File: config.mk
export PLATFORM = sky130hd
export DESIGN_NAME = pipe_hazard_unit
export DESIGN_NICKNAME = d
export VERILOG_FILES = /design/src/rtl/pipe_hazard_unit.sv
export SDC_FILE = /design/constraint.sdc
export NUM_CORES = 1
export LEC_CHECK = 0
export ABC_CLOCK_PERIOD_IN_PS = 3020
export CAP_MARGIN = 20
export CORE_ASPECT_RATIO = 1.75
export CORE_UTILIZATION = 44
export DETAILED_ROUTE_END_ITERATION = 10
export PLACE_DENSITY = 0.77
export SETUP_SLACK_MARGIN = 0.2
export SYNTH_ARGS = -nofsm -noshare
export SYNTH_HDL_FRONTEND = slang
export SYNTH_SLANG_ARGS = --single-unit
File: constraint.sdc
create_clock -name clk -period 3.02 [get_ports clk]
set_input_delay 0.302 -clock clk [delete_from_list [all_inputs] [get_ports clk]]
set_output_delay 0.302 -clock clk [all_outputs]
set_load 0.1 [all_outputs]
File: src/rtl/pipe_hazard_unit.sv
// pipe_hazard_unit: hazard, forwarding and flush controller for the pipelined MIPS core
//   clk, srst                      clock, synchronous active-high reset
//   enable_i                       pipeline advance (table holds when low)
//   id_valid_i, id_rs_i, id_rt_i,  ID instruction, sources and their use flags,
//   id_uses_rs_i, id_uses_rt_i,    resolved destination and decoded control
//   id_waddr_i, id_reg_write_i, id_mem_read_i
//   redirect_i                     taken branch/jump resolving in REDIRECT_STAGE
//   stall_o, bubble_ex_o           load-use hold of PC/IF-ID and ID/EXE bubble
//   flush_mask_o                   bit 0 = IF/ID, bit k+1 = register feeding stage k
//   fwd_sel_a_o, fwd_sel_b_o       0 = register file, k = stage k result
//   stall_count_o, flush_count_o   statistics, present only with HAZARD_STATS_EN
module pipe_hazard_unit #(
  parameter int REG_ADDR_W = 5,
  parameter int FWD_DEPTH = 2,
  parameter int LOAD_FWD_STAGE = 2,
  parameter int REDIRECT_STAGE = 1,
  parameter int CNT_W = 16
) (
  input  logic clk,
  input  logic srst,
  input  logic enable_i,
  input  logic id_valid_i,
  input  logic [REG_ADDR_W-1:0] id_rs_i,
  input  logic [REG_ADDR_W-1:0] id_rt_i,
  input  logic id_uses_rs_i,
  input  logic id_uses_rt_i,
  input  logic [REG_ADDR_W-1:0] id_waddr_i,
  input  logic id_reg_write_i,
  input  logic id_mem_read_i,
  input  logic redirect_i,
  output logic stall_o,
  output logic bubble_ex_o,
  output logic [REDIRECT_STAGE+1:0] flush_mask_o,
  output logic [$clog2(FWD_DEPTH+1)-1:0] fwd_sel_a_o,
  output logic [$clog2(FWD_DEPTH+1)-1:0] fwd_sel_b_o,
  output logic [CNT_W-1:0] stall_count_o,
  output logic [CNT_W-1:0] flush_count_o
);
  localparam int SEL_W = $clog2(FWD_DEPTH+1);
  logic [FWD_DEPTH:0] v_q, v_d, rw_q, rw_d, mr_q, mr_d;
  logic [FWD_DEPTH:0][REG_ADDR_W-1:0] wa_q, wa_d;
  logic [REG_ADDR_W-1:0] rs_q, rt_q;
  logic hazard;
  // Descending scan so the nearest producer overrides older ones.
  // Loads are skipped until their data exists.
  always_comb begin
    fwd_sel_a_o = '0;
    fwd_sel_b_o = '0;
    hazard = 1'b0;
    for (int k = FWD_DEPTH; k >= 1; k--) begin
      if (v_q[0] && v_q[k] && rw_q[k] && !(mr_q[k] && k < LOAD_FWD_STAGE)) begin
        if (wa_q[k] == rs_q && rs_q != '0) fwd_sel_a_o = SEL_W'(k);
        if (wa_q[k] == rt_q && rt_q != '0) fwd_sel_b_o = SEL_W'(k);
      end
    end
    for (int j = 0; j <= LOAD_FWD_STAGE - 2; j++) begin
      if (v_q[j] && rw_q[j] && mr_q[j] && wa_q[j] != '0 &&
          ((id_uses_rs_i && wa_q[j] == id_rs_i) || (id_uses_rt_i && wa_q[j] == id_rt_i)))
        hazard = 1'b1;
    end
  end
  assign stall_o = enable_i & id_valid_i & ~redirect_i & hazard;
  assign bubble_ex_o = stall_o;
  assign flush_mask_o = (enable_i && redirect_i) ? {1'b0, {(REDIRECT_STAGE+1){1'b1}}} : '0;
  // Younger instructions behind the resolving redirect are killed as they shift.
  always_comb begin
    v_d = {v_q[FWD_DEPTH-1:0], id_valid_i & ~stall_o & ~redirect_i};
    rw_d = {rw_q[FWD_DEPTH-1:0], id_reg_write_i};
    mr_d = {mr_q[FWD_DEPTH-1:0], id_mem_read_i};
    wa_d = {wa_q[FWD_DEPTH-1:0], id_waddr_i};
    for (int k = 1; k <= REDIRECT_STAGE; k++)
      if (redirect_i) v_d[k] = 1'b0;
  end
  always_ff @(posedge clk) begin
    if (srst) begin
      v_q <= '0;
      rw_q <= '0;
      mr_q <= '0;
      wa_q <= '0;
      rs_q <= '0;
      rt_q <= '0;
    end else if (enable_i) begin
      v_q <= v_d;
      rw_q <= rw_d;
      mr_q <= mr_d;
      wa_q <= wa_d;
      rs_q <= id_rs_i;
      rt_q <= id_rt_i;
    end
  end
`ifdef HAZARD_STATS_EN
  logic [CNT_W-1:0] stall_cnt_q, flush_cnt_q;
  always_ff @(posedge clk) begin
    if (srst) begin
      stall_cnt_q <= '0;
      flush_cnt_q <= '0;
    end else begin
      if (stall_o && !(&stall_cnt_q)) stall_cnt_q <= stall_cnt_q + 1'b1;
      if (enable_i && redirect_i && !(&flush_cnt_q)) flush_cnt_q <= flush_cnt_q + 1'b1;
    end
  end
  assign stall_count_o = stall_cnt_q;
  assign flush_count_o = flush_cnt_q;
`else
  assign stall_count_o = '0;
  assign flush_count_o = '0;
`endif
endmodule

-- After elaboration in Yosys (flattened, before gate mapping)
Index checks and enable logic that the tools add are counted.
- bits in latches: 0
- bits of input ports: 24
- memories kept: 0
- bits in writable memories: 0
- register bits after elaboration: 33
- bits in read-only memories: 0
- logic and storage cells: 53
- output and inout port bits: 41
- div/mod/pow operators: 0
- eq/ne operators: 6
- reductions and logical operators: 21
- $add $sub $neg: 0
- multipliers: 0
- shift-type cells: 0
- order comparisons: 0
- bitwise gates (word level): 7
- multiplexer cells: 11
- operators by type and width (kind ; count):
    $eq 5x5->1 ; 6
    $mux 2 ; 9
    $logic_and 1x1->1 ; 16
    $reduce_bool 5->1 ; 3
    $and 1x1->1 ; 5
    $mux 1 ; 2
    $not 1->1 ; 2
    $logic_not 1->1 ; 1
    $logic_or 1x1->1 ; 1

-- Longest topological paths before layout
Gate-level depths: netlist of the first run.
- depth after elaboration: 9
- depth in mapped cells: 5

-- Worst setup path before layout of the first run
Ideal clock, no wire load.
- path kind: register to output
- start: register wa_q (netlist bit wa_d[8])
- end: output stall_o
- data arrival time: 3.597 ns
- stages on the path, launching flop included: 6
- slack: -0.879 ns
- path through: dfxtp_1 > xor2_1 > nor4_1 > a32oi_1 > nor3_1 > buf_4
- longest elaborated chain between the ends: 6
- elaborated cells between the ends (all ways): 10
- classes of those cells: eq/ne: 2; mux: 1; bitwise: 1; reduce/logical: 6
- ends and longest elaborated chain (element ; line ; text):
    start: declaration ; 41 ; logic [FWD_DEPTH:0][REG_ADDR_W-1:0] wa_q, wa_d;
    start signal: assignment ; 86 ; wa_q <= wa_d;
    $eq 5x5->1 ; 58 ; ((id_uses_rs_i && wa_q[j] == id_rs_i) || (id_uses_rt_i && wa_q[j] == id_rt_i)))
    $logic_and 1x1->1 ; 58 ;
    $logic_or 1x1->1 ; 58 ;
    $logic_and 1x1->1 (*) ; 57 ; if (v_q[j] && rw_q[j] && mr_q[j] && wa_q[j] != '0 &&
    $mux 1 (*) ; 57 ;
    $and 1x1->1 (*) ; 62 ; assign stall_o = enable_i & id_valid_i & ~redirect_i & hazard;
    end: declaration ; 31 ; output logic stall_o,
Every way passes the cells marked *; elsewhere a longest branch is shown, timed or not.

-- Worst setup path after layout of the first run
- start: register rt_q[0]
- end: output fwd_sel_b_o[1]
- longest elaborated chain between the ends: 6
- elaborated cells between the ends (all ways): 9
- classes of those cells: eq/ne: 2; mux: 4; reduce/logical: 3
- ends and longest elaborated chain (element ; line ; text):
    start: declaration ; 42 ; logic [REG_ADDR_W-1:0] rs_q, rt_q;
    start signal: assignment ; 88 ; rt_q <= id_rt_i;
    $eq 5x5->1 or $reduce_bool 5->1 (tied branches) ; 53 ; if (wa_q[k] == rt_q && rt_q != '0) fwd_sel_b_o = SEL_W'(k);
    $logic_and 1x1->1 ; 53 ;
    $mux 2 ; 53 ;
    $mux 2 ; 51 ; if (v_q[0] && v_q[k] && rw_q[k] && !(mr_q[k] && k < LOAD_FWD_STAGE)) begin
    $mux 2 ; 53 ;
    $mux 2 (*) ; 51 ;
    end: declaration ; 35 ; output logic [$clog2(FWD_DEPTH+1)-1:0] fwd_sel_b_o,
Marked as above.

==> results of run 1 <==
-- routing by layer --
layer | global-route usage | vias to the layer above | wire length (um)
met5 | 0 | - | 0
met1 | 0.189 | 629 | 1370
met3 | 0.0459 | 9 | 151
li1 | - | 662 | -
met2 | 0.338 | 51 | 2080
met4 | 0.0909 | 0 | 99
-- path summary, 6_finish.rpt --
path	startpoint	to	slack, ns
max reg2reg	wa_d[6]	v_q[0]	1.54
min reg2reg	rw_q[2]	rw_q[2]	0.49
max	rt_q[0]	fwd_sel_b_o[1]	0.66
min	rw_q[2]	rw_q[2]	0.49
-- worst min-delay path, delay by kind of cell (launching register included) --
family / cells / cell delay, ns
DFF: 1 / 0.32
muxes: 1 / 0.06
and+or+nand+nor: 1 / 0.07
-- cell usage after synthesis --
cell / instances / area (um^2)
mux2i_1: 31 / 310
nand3b_1: 2 / 15.0
buf_4: 35 / 263
or4_1: 1 / 7.51
nor2_1: 31 / 116
o2111ai_1: 1 / 8.76
and4b_1: 1 / 10.0
nand4_1: 4 / 25.0
nor2b_1: 1 / 6.26
xor2_1: 12 / 105
a32oi_1: 1 / 8.76
conb_1: 1 / 3.75
nor4_1: 2 / 12.5
buf_2: 4 / 20.0
nor2_4: 2 / 22.5
and3_1: 1 / 6.26
and2_1: 1 / 6.26
nor4_2: 4 / 50.1
and2_0: 1 / 6.26
nand2_1: 2 / 7.51
clkbuf_1: 4 / 15.0
nor3_1: 1 / 5.00
a21oi_1: 2 / 10.0
xnor2_1: 18 / 158
nand2b_1: 2 / 12.5
o31a_1: 1 / 8.76
dfxtp_1: 33 / 661
or4_4: 2 / 22.5
-- layout make-up --
cell class              count  area [um^2]  share of cell area
multi-input cells         157         1100               0.483
clock inverters             3         65.1              0.0285
repair buffers             33          325               0.142
well taps                  49         61.3              0.0268
clock buffers               5         68.8              0.0301
flip-flops and latches     33          661               0.289
-- kinds of logic (layout without fill, tap and decap cells) --
group | after synthesis | in the layout | share of synthesized area
xor+xnor | 30 | 30 | 0.138
other cells | 1 | 33 | 0.00197
flops | 33 | 33 | 0.347
buf+inv | 43 | 41 | 0.156
simple gates | 58 | 58 | 0.174
compound gates | 5 | 5 | 0.0191
mux | 31 | 31 | 0.163
-- stage by stage --
step | util | hold WS (ns)
final | 0.551 | 0.487
after global placement | 0.519 | 0.466
after global routing | 0.551 | 0.532
after CTS | 0.551 | 0.488
after floorplan | - | 0.449
after detailed placement | 0.519 | 0.475
-- sequential cells by signal, indices dropped and copies added (netlist names) --
| name | cells |
|---|---|
| rs_q | 5 |
| rt_q | 5 |
| rw_q | 3 |
| mr_q | 2 |
| v_q | 3 |
| wa_q | 5 |
| wa_d | 10 |
-- report_power, final --
| part | internal (mW) | switching [mW] | total, mW |
|---|---|---|---|
| Sequential | 0.454 | 0.0270 | 0.481 |
| Clock | 0.328 | 0.162 | 0.489 |
| Combinational | 0.0797 | 0.250 | 0.330 |
| Total | 0.862 | 0.439 | 1.30 |
==> metrics.txt, run 1 <==
Max-cap violations=0; setup bufs post-CTS=0; RSZ-0062 raised after global routing=false; Longest Clk Path Bufs=2; Final Cell Area=2290 um^2; Post-route DRC=0; startpoint types=flip-flop; PortBufs=31; CTS tree=yes; first-pass GRT wire length=~6 mm; largest net degree at the start of global routing=34; vias in the first global route=1243; I/O pins=between 60 and 70; Crit path buffers/inverters=1; placed inst area=between 2000 and 2500 um^2; Crit Path Category=reg2out; CTS root buf=clkbuf_8; initial antenna violation count=0; die area=4600 um^2; Final setup viols=0; Yosys reg bits=33; min setup slack post-route=0.656 ns; DP HPWL=2.88 mm; Period Utilization, post-route=0.783; Initial DRC Count=19; minimum clock period=2.36 ns; clock-pin slew on the worst setup and hold paths=0.07 ns; Pwr Total=1.30 mW; Syn Inst Count=~200; VDD IR-drop max=~0.74 mV; Max Clock Skew=0.00879 ns; Inst Count DP=272; vias per cell=4.83; Clock Latency Late Sink=0.29 ns; GRT Total Usage=0.184; CTS Buf Count=5; Wirelength per Cell=13.2 um; CTS resizes=0; DP Worst Slack=0.635 ns; critical path's slowest cell=or4_4; die width=~52 um; Routed WL=3.70 mm; via count=1351; part of the Yosys area used for sequential elements=0.347; Syn Area/Cell=approximately 9.5 um^2; # rows=31; HP Class=reg2reg; Final Hold Vio Count=0; gr ovfl total=0; CP max stage delay=0.56 ns; hold_buf cts=0; Crit path top cell by count=nor4_4; fillers=around 390; CP Max Fanout=4; mapped cell area=1900 um^2; fin. max-slew vios=0; CP arrival=2.06 ns; setup TNS=0 ns; share of post-route cells with drive strength above 1=0.121; critical path cell sequence=or4_4, nor2_4, nor4_4, nor4_4, buf_4; nets@finish=254; Final GP Congestion=0.805; Crit. End Element=primary output; most frequent cells in the layout=33 x conb_1, 33 x dfxtp_1, 31 x mux2i_1, 31 x nor2_1, 22 x clkdlybuf4s50_1; status=completed; H-tree levels=2; synth warn=0; 1st-pass router iterations=4; Worst R2R Path Depth=3; Fmax=423 MHz; CP required=2.72 ns; post-synth cell types=28; WP depth=5; CP delay by family, top=simple AND/OR/NAND/NOR gates; area grow syn2layout=20.1%; clock tree sinks=33; Pwr Density=about 570 nW/um^2; Chip Height=89 um; hold depth=2; Core Area=between 4000 and 5000 um^2; Antenna diodes=0; Cell Count, Final, Fillers Out=280; initial core utilization=0.459; Static Leak=0.989 nW; Final ANT Viol Nets=0
Note: power is estimated with default switching activity, not from simulation.
==> inputs of run 2 (changes only) <==
ABC_CLOCK_PERIOD_IN_PS = 2100   (was 3020)
CORE_UTILIZATION = 41   (was 44)
PLACE_DENSITY = 0.75   (was 0.77)
clock period = 2.1 ns   (was 3.02 ns; I/O delays follow)
==> run 2 against run 1 <==
Net effect:
- the flow now finishes with violations (setup timing)
- clock-buffer cell count rose by 2
- core utilization rose by 0.27 points
- wire length rose by 4.8%
- flip-flop and latch count did not move
- cell count rose by 3.6%
- global-route usage fell by 0.35 points
- die area rose by 7.1%
- cell area rose by 7.6%
- total power rose by 32%
- combinational power rose by 55%
- sequential share of layout area fell by 1.0 points
- largest cell class unchanged
==> metrics.txt, run 2 (synthesis results as in run 1) <==
nets@finish=262 (was 254); Wirelength per Cell=13.4 um (was 13.2 um); die width=53.5 um (was 51.7 um); Max-cap violations=0 (unchanged); Final Cell Area=2460 um^2 (was 2290 um^2); CTS tree=yes (unchanged); # rows=32 (was 31); VDD IR-drop max=0.442 mV (was 0.738 mV); status=complete, but fails checks (was completed); 1st-pass router iterations=4 (unchanged); RSZ-0062 raised after global routing=true (was false); combinational share of power=0.298 (was 0.254); area grow syn2layout=29.3% (was 20.1%); M1 wire length=1.47 mm (was 1.37 mm); CTS Buf Count=5 (unchanged); placed inst area=2250 um^2 (was 2150 um^2); via count=1401 (was 1351); clock tree sinks=33 (unchanged); Initial DRC Count=21 (was 19); hold wc startpoint=id_rs_i[3] (was rw_q[2]); worst slew pin tran=0.570 ns; Fmax=476 MHz; Flop pwr share=0.402 (was 0.370); initial core utilization=0.428 (was 0.459); commonest non-fill, non-tap cell in the layout=conb_1; Cell Count, Final, Fillers Out=290 (was 280); Worst Hold End=rs_q[3] (was rw_q[2]); Core Area=4440 um^2 (was 4150 um^2); CP Max Fanout=3 (was 4); GRT Total Usage=0.181 (was 0.184); Antenna diodes=0 (unchanged); origin of the critical flop-to-flop path=wa_d[6] (unchanged); setup TNS=-0.00321 ns (was 0 ns); share of post-route cells with drive strength above 1=0.226 (was 0.121); DP HPWL=2.82 mm (was 2.88 mm); Final Hold Vio Count=0 (unchanged); Routed WL=3.87 mm (was 3.70 mm); utilization after layout=0.553 (was 0.551); HP Class=in2reg (was reg2reg); max reg flops=10 (unchanged); max layer used=met4 (unchanged); CTS root buf=clkbuf_8 (unchanged); hold depth=3 (was 2); Worst Setup SP=wa_d[6] (was rt_q[0]); failing checks=setup timing; fin. max-slew vios=0 (unchanged); min setup slack post-route=-0.00165 ns (was 0.656 ns); DR WL met3=215 um (was 151 um); Max Clock Skew=0.00686 ns (was 0.00879 ns); CP required=1.89 ns (was 2.72 ns); H-tree levels=2 (unchanged); Period Utilization, post-route=1.00; most frequent cells in the layout=33 x conb_1, 31 x mux2i_1, 31 x nor2_1 (was 33 x conb_1, 33 x dfxtp_1, 31 x mux2i_1, 31 x nor2_1, 22 x clkdlybuf4s50_1); Worst R2R Path Depth=5 (was 3); metal2 WL=2.02 mm (was 2.08 mm); largest net degree at the start of global routing=37 (was 34); I/O pins=65 (unchanged); Static Leak=1.07 nW (was 0.989 nW); Net Sw Power=633 uW (was 439 uW); Clock Latency Late Sink=0.29 ns (about the same); Final setup viols=2 (was 0); Final GP Congestion=0.823 (was 0.805); vias per cell=4.83 (about the same); Pwr Density=699 nW/um^2 (was 569 nW/um^2); vias in the first global route=1337 (was 1243); Crit. End Element=primary output (unchanged); Chip Height=92.1 um (was 89 um); Max-slew headroom=0.620; R2R Setup Slk=0.44 ns (was 1.54 ns); gr ovfl total=0 (unchanged); sw frac=0.368 (was 0.337); Crit Path Category=reg2out (unchanged); clock network power share=0.301 (was 0.376); first-pass GRT wire length=6.29 mm (was 6.03 mm); fillers=390 (was 385); Pint=1.09 mW (was 862 uW); Longest Clk Path Bufs=2 (unchanged); Final ANT Viol Nets=0 (unchanged); Post-route DRC=0 (unchanged); initial antenna violation count=0 (unchanged); minimum clock period=2.10 ns; startpoint types=flip-flop (unchanged); CP arrival=1.89 ns (was 2.06 ns); Inst Count DP=275 (was 272); PortBufs=31 (unchanged); r2r endpoint=v_q[0] (unchanged); die area=4930 um^2 (was 4600 um^2); clock-pin slew on the worst setup and hold paths=0.07 ns (about the same)
## run 2: cell count changes in the layout (fill, tap and decap cells not counted), sizes merged
cell / delta
dlygate4sd2: +1
dlymetal6s2s: +1
clkdlybuf4s50: -2
bufinv: -2
buf: +8
clkbuf: +2
## run 2: worst max-delay path by stage
stage | endpoint | slack, ns | cells past startpoint
after floorplan | fwd_sel_b_o[1] | -0.37 | 4
after global placement | bubble_ex_o | -0.08 | 6
after detailed placement | stall_o | -0.09 | 6
after CTS | fwd_sel_a_o[1] | 0.007 | 5
after global routing | fwd_sel_a_o[1] | -0.06 | 5
final | stall_o | -0.002 | 5
## run 2: repair_timing
action,in CTS,in global routing
hold buffers,0,0
pin swaps,6,2
endpoints found under the hold margin,0,0
endpoints found under the setup margin,6,6
buffers inserted,6,1
cloned,0,0
gates resized for setup,14,5
## run 2: power groups by stage
stage / sequential (mW) / combinational (mW) / clock, mW
detailed placement: 0.709 / 0.483 / 0
floorplan: 0.695 / 0.460 / 0
global route: 0.694 / 0.536 / 0.562
finish: 0.691 / 0.512 / 0.517
global placement: 0.708 / 0.479 / 0
CTS: 0.691 / 0.509 / 0.528
## run 2: per-stage QoR
| step | setup slack [ns] | power [mW] | hold slack, ns |
|---|---|---|---|
| 2_1_floorplan | -0.373 | 1.16 | 0.357 |
| 3_3_place_gp | -0.0818 | 1.19 | 0.464 |
| 3_5_place_dp | -0.0911 | 1.19 | 0.480 |
| 4_1_cts | 0.00732 | 1.73 | 0.348 |
| 5_1_grt | -0.0641 | 1.79 | 0.288 |
| 6_report | -0.00165 | 1.72 | 0.281 |
## run 2: metal layers
layer,global-route usage,vias up
met1,0.190,645
met3,0.0464,13
met5,0,-
met4,0.123,0
met2,0.298,63
li1,-,680
## run 2: final cells by class
type	count	area, um^2	share of cell area
multi-input combinational	157	1150	0.466
timing repair buffer	41	462	0.188
clock inverter	1	5.00	0.00203
clock buffer	7	96.3	0.0392
sequential	33	686	0.279
tap	51	63.8	0.0259
## run 2: worst max-delay path, cell delays in order (launching register included)
cell and delay [ns]:
dfxtp_4 0.36, xor2_1 0.15, nor4_2 0.38, a32oi_2 0.21, nor3_4 0.29, buf_12 0.21
==> inputs of run 3 (changes only) <==
CELL_PAD_IN_SITES_DETAIL_PLACEMENT = 0   (was unset)
CELL_PAD_IN_SITES_GLOBAL_PLACEMENT = 1   (was unset)
CORE_UTILIZATION = 30   (was 41)
PLACE_DENSITY = 0.74   (was 0.75)
==> run 3 against run 2 <==
Net effect:
- the run still ends with setup timing left
- cell area rose by 4.7%
- critical path depth rose by 1
- core utilization fell by 14 points
- wire length rose by 6.3%
- die area rose by 35%
- largest power group unchanged
==> metrics.txt, run 3 (synthesis results as in run 1) <==
status=complete, but fails checks (unchanged); failing checks=setup timing (unchanged); nets@finish=272 (was 262); CTS root buf=clkbuf_8 (unchanged); H-tree levels=2 (unchanged); die width=62.2 um (was 53.5 um); Inst Count DP=310 (was 275); Pwr Density=649 nW/um^2 (was 699 nW/um^2); die area=6680 um^2 (was 4930 um^2); Final Hold Vio Count=0 (unchanged); commonest non-fill, non-tap cell in the layout=conb_1 (unchanged); Final Cell Area=2580 um^2 (was 2460 um^2); hold slack=0.306 ns (was 0.281 ns); CP Max Fanout=2 (was 3); share of post-route cells with drive strength above 1=0.261 (was 0.226); hold_buf cts=0 (unchanged); Static Leak=1.11 nW (was 1.07 nW); Initial DRC Count=8 (was 21); clock tree sinks=33 (unchanged); Routed WL=4.12 mm (was 3.87 mm); I/O pins=65 (unchanged); min setup slack post-route=-0.0270 ns (was -0.00165 ns); Wirelength per Cell=12.5 um (was 13.4 um); Longest Clk Path Bufs=2 (unchanged); most frequent cells in the layout=33 x conb_1, 31 x mux2i_1, 31 x nor2_1 (unchanged); Crit. End Element=primary output (unchanged); fin. max-slew vios=0 (unchanged); initial core utilization=0.308 (was 0.428); via count=1409 (was 1401); DP Worst Slack=-0.0358 ns (was -0.0911 ns); # rows=38 (was 32); PortBufs=31 (unchanged); Cell Count, Final, Fillers Out=329 (was 290); Chip Height=107 um (was 92.1 um); Clock Latency Late Sink=0.28 ns (was 0.29 ns); vias per cell=4.28 (was 4.83); Antenna diodes=0 (unchanged); CP required=1.89 ns (about the same); largest net degree at the start of global routing=34 (was 37); initial antenna violation count=0 (unchanged); Max Clock Skew=0.00875 ns (was 0.00686 ns); Final GP Congestion=0.792 (was 0.823); minimum clock period=2.13 ns (was 2.10 ns); Crit Path Category=in2out (was reg2out); CP arrival=1.92 ns (was 1.89 ns); placed inst area=2330 um^2 (was 2250 um^2); Period Utilization, post-route=1.01 (was 1.00); Final setup viols=2 (unchanged); Post-route DRC=0 (unchanged); RSZ-0062 raised after global routing=true (unchanged); hold depth=3 (unchanged); startpoint types=input pin (was flip-flop); Worst R2R Path Depth=7 (was 5); gr ovfl total=0 (unchanged); clock-pin slew on the worst setup and hold paths=0.06 ns (was 0.07 ns); vias in the first global route=1379 (was 1337); max reg flops=10 (unchanged); Pwr Total=1.67 mW (was 1.72 mW); Final ANT Viol Nets=0 (unchanged); area grow syn2layout=35.4% (was 29.3%); CTS Buf Count=5 (unchanged); HP Class=in2reg (unchanged); DP HPWL=3.12 mm (was 2.82 mm); 1st-pass router iterations=4 (unchanged); Fmax=470 MHz (was 476 MHz); GRT Total Usage=0.132 (was 0.181); first-pass GRT wire length=6.72 mm (was 6.29 mm); Core Area=6180 um^2 (was 4440 um^2); VDD IR-drop max=0.313 mV (was 0.442 mV); Max-cap violations=0 (unchanged); CTS tree=yes (unchanged)
==> run 3: timing repair <==
item | in CTS | in global routing
gates resized for setup | 11 | 11
pin swaps | 8 | 8
buffers inserted | 7 | 4
hold endpoints to repair | 0 | 0
setup endpoints to repair | 6 | 6
==> run 3: final timing paths <==
path | from | to | slack [ns]
max reg2reg | wa_d[8] | v_q[0] | 0.35
max | id_rs_i[4] | stall_o | -0.03
min | id_rs_i[3] | rs_q[3] | 0.31
min reg2reg | mr_q[1] | mr_q[1] | 0.50
==> run 3: cell type report <==
cell class,instances,area [um^2]
fillers,633,3600
multi-input cells,157,1170
flip-flops and latches,33,683
repair buffers,51,541
well taps,80,100
clock buffers,6,72.6
clock inverters,2,10.0
==> run 3: routing by layer <==
| metal | up-vias | global-route usage | wire length [um] |
|---|---|---|---|
| li1 | 697 | - | - |
| met1 | 659 | 0.133 | 1540 |
| met2 | 48 | 0.253 | 2340 |
| met3 | 5 | 0.0201 | 145 |
| met4 | 0 | 0.0748 | 97 |
| met5 | - | 0 | 0 |
==> run 3: worst max-delay path, cell delays in order <==
cell	delay [ns]
clkdlybuf4s50_1	0.44
xor2_1	0.19
nor4_2	0.33
a32oi_2	0.20
nor3_4	0.32
buf_12	0.22
==> run 3: report_power, final <==
part | switching, mW | leakage [nW] | internal [mW]
logic | 0.381 | 0.794 | 0.148
registers | 0.0362 | 0.275 | 0.653
clock network | 0.223 | 0.0450 | 0.229
total | 0.640 | 1.11 | 1.03
==> run 3: stage by stage <==
stage	util	TNS, ns
2_1_floorplan	-	-1.02
4_1_cts	0.403	-0.0504
3_3_place_gp	0.377	-0.0359
5_1_grt	0.417	-0.278
6_report	0.417	-0.0539
3_5_place_dp	0.377	-0.0711
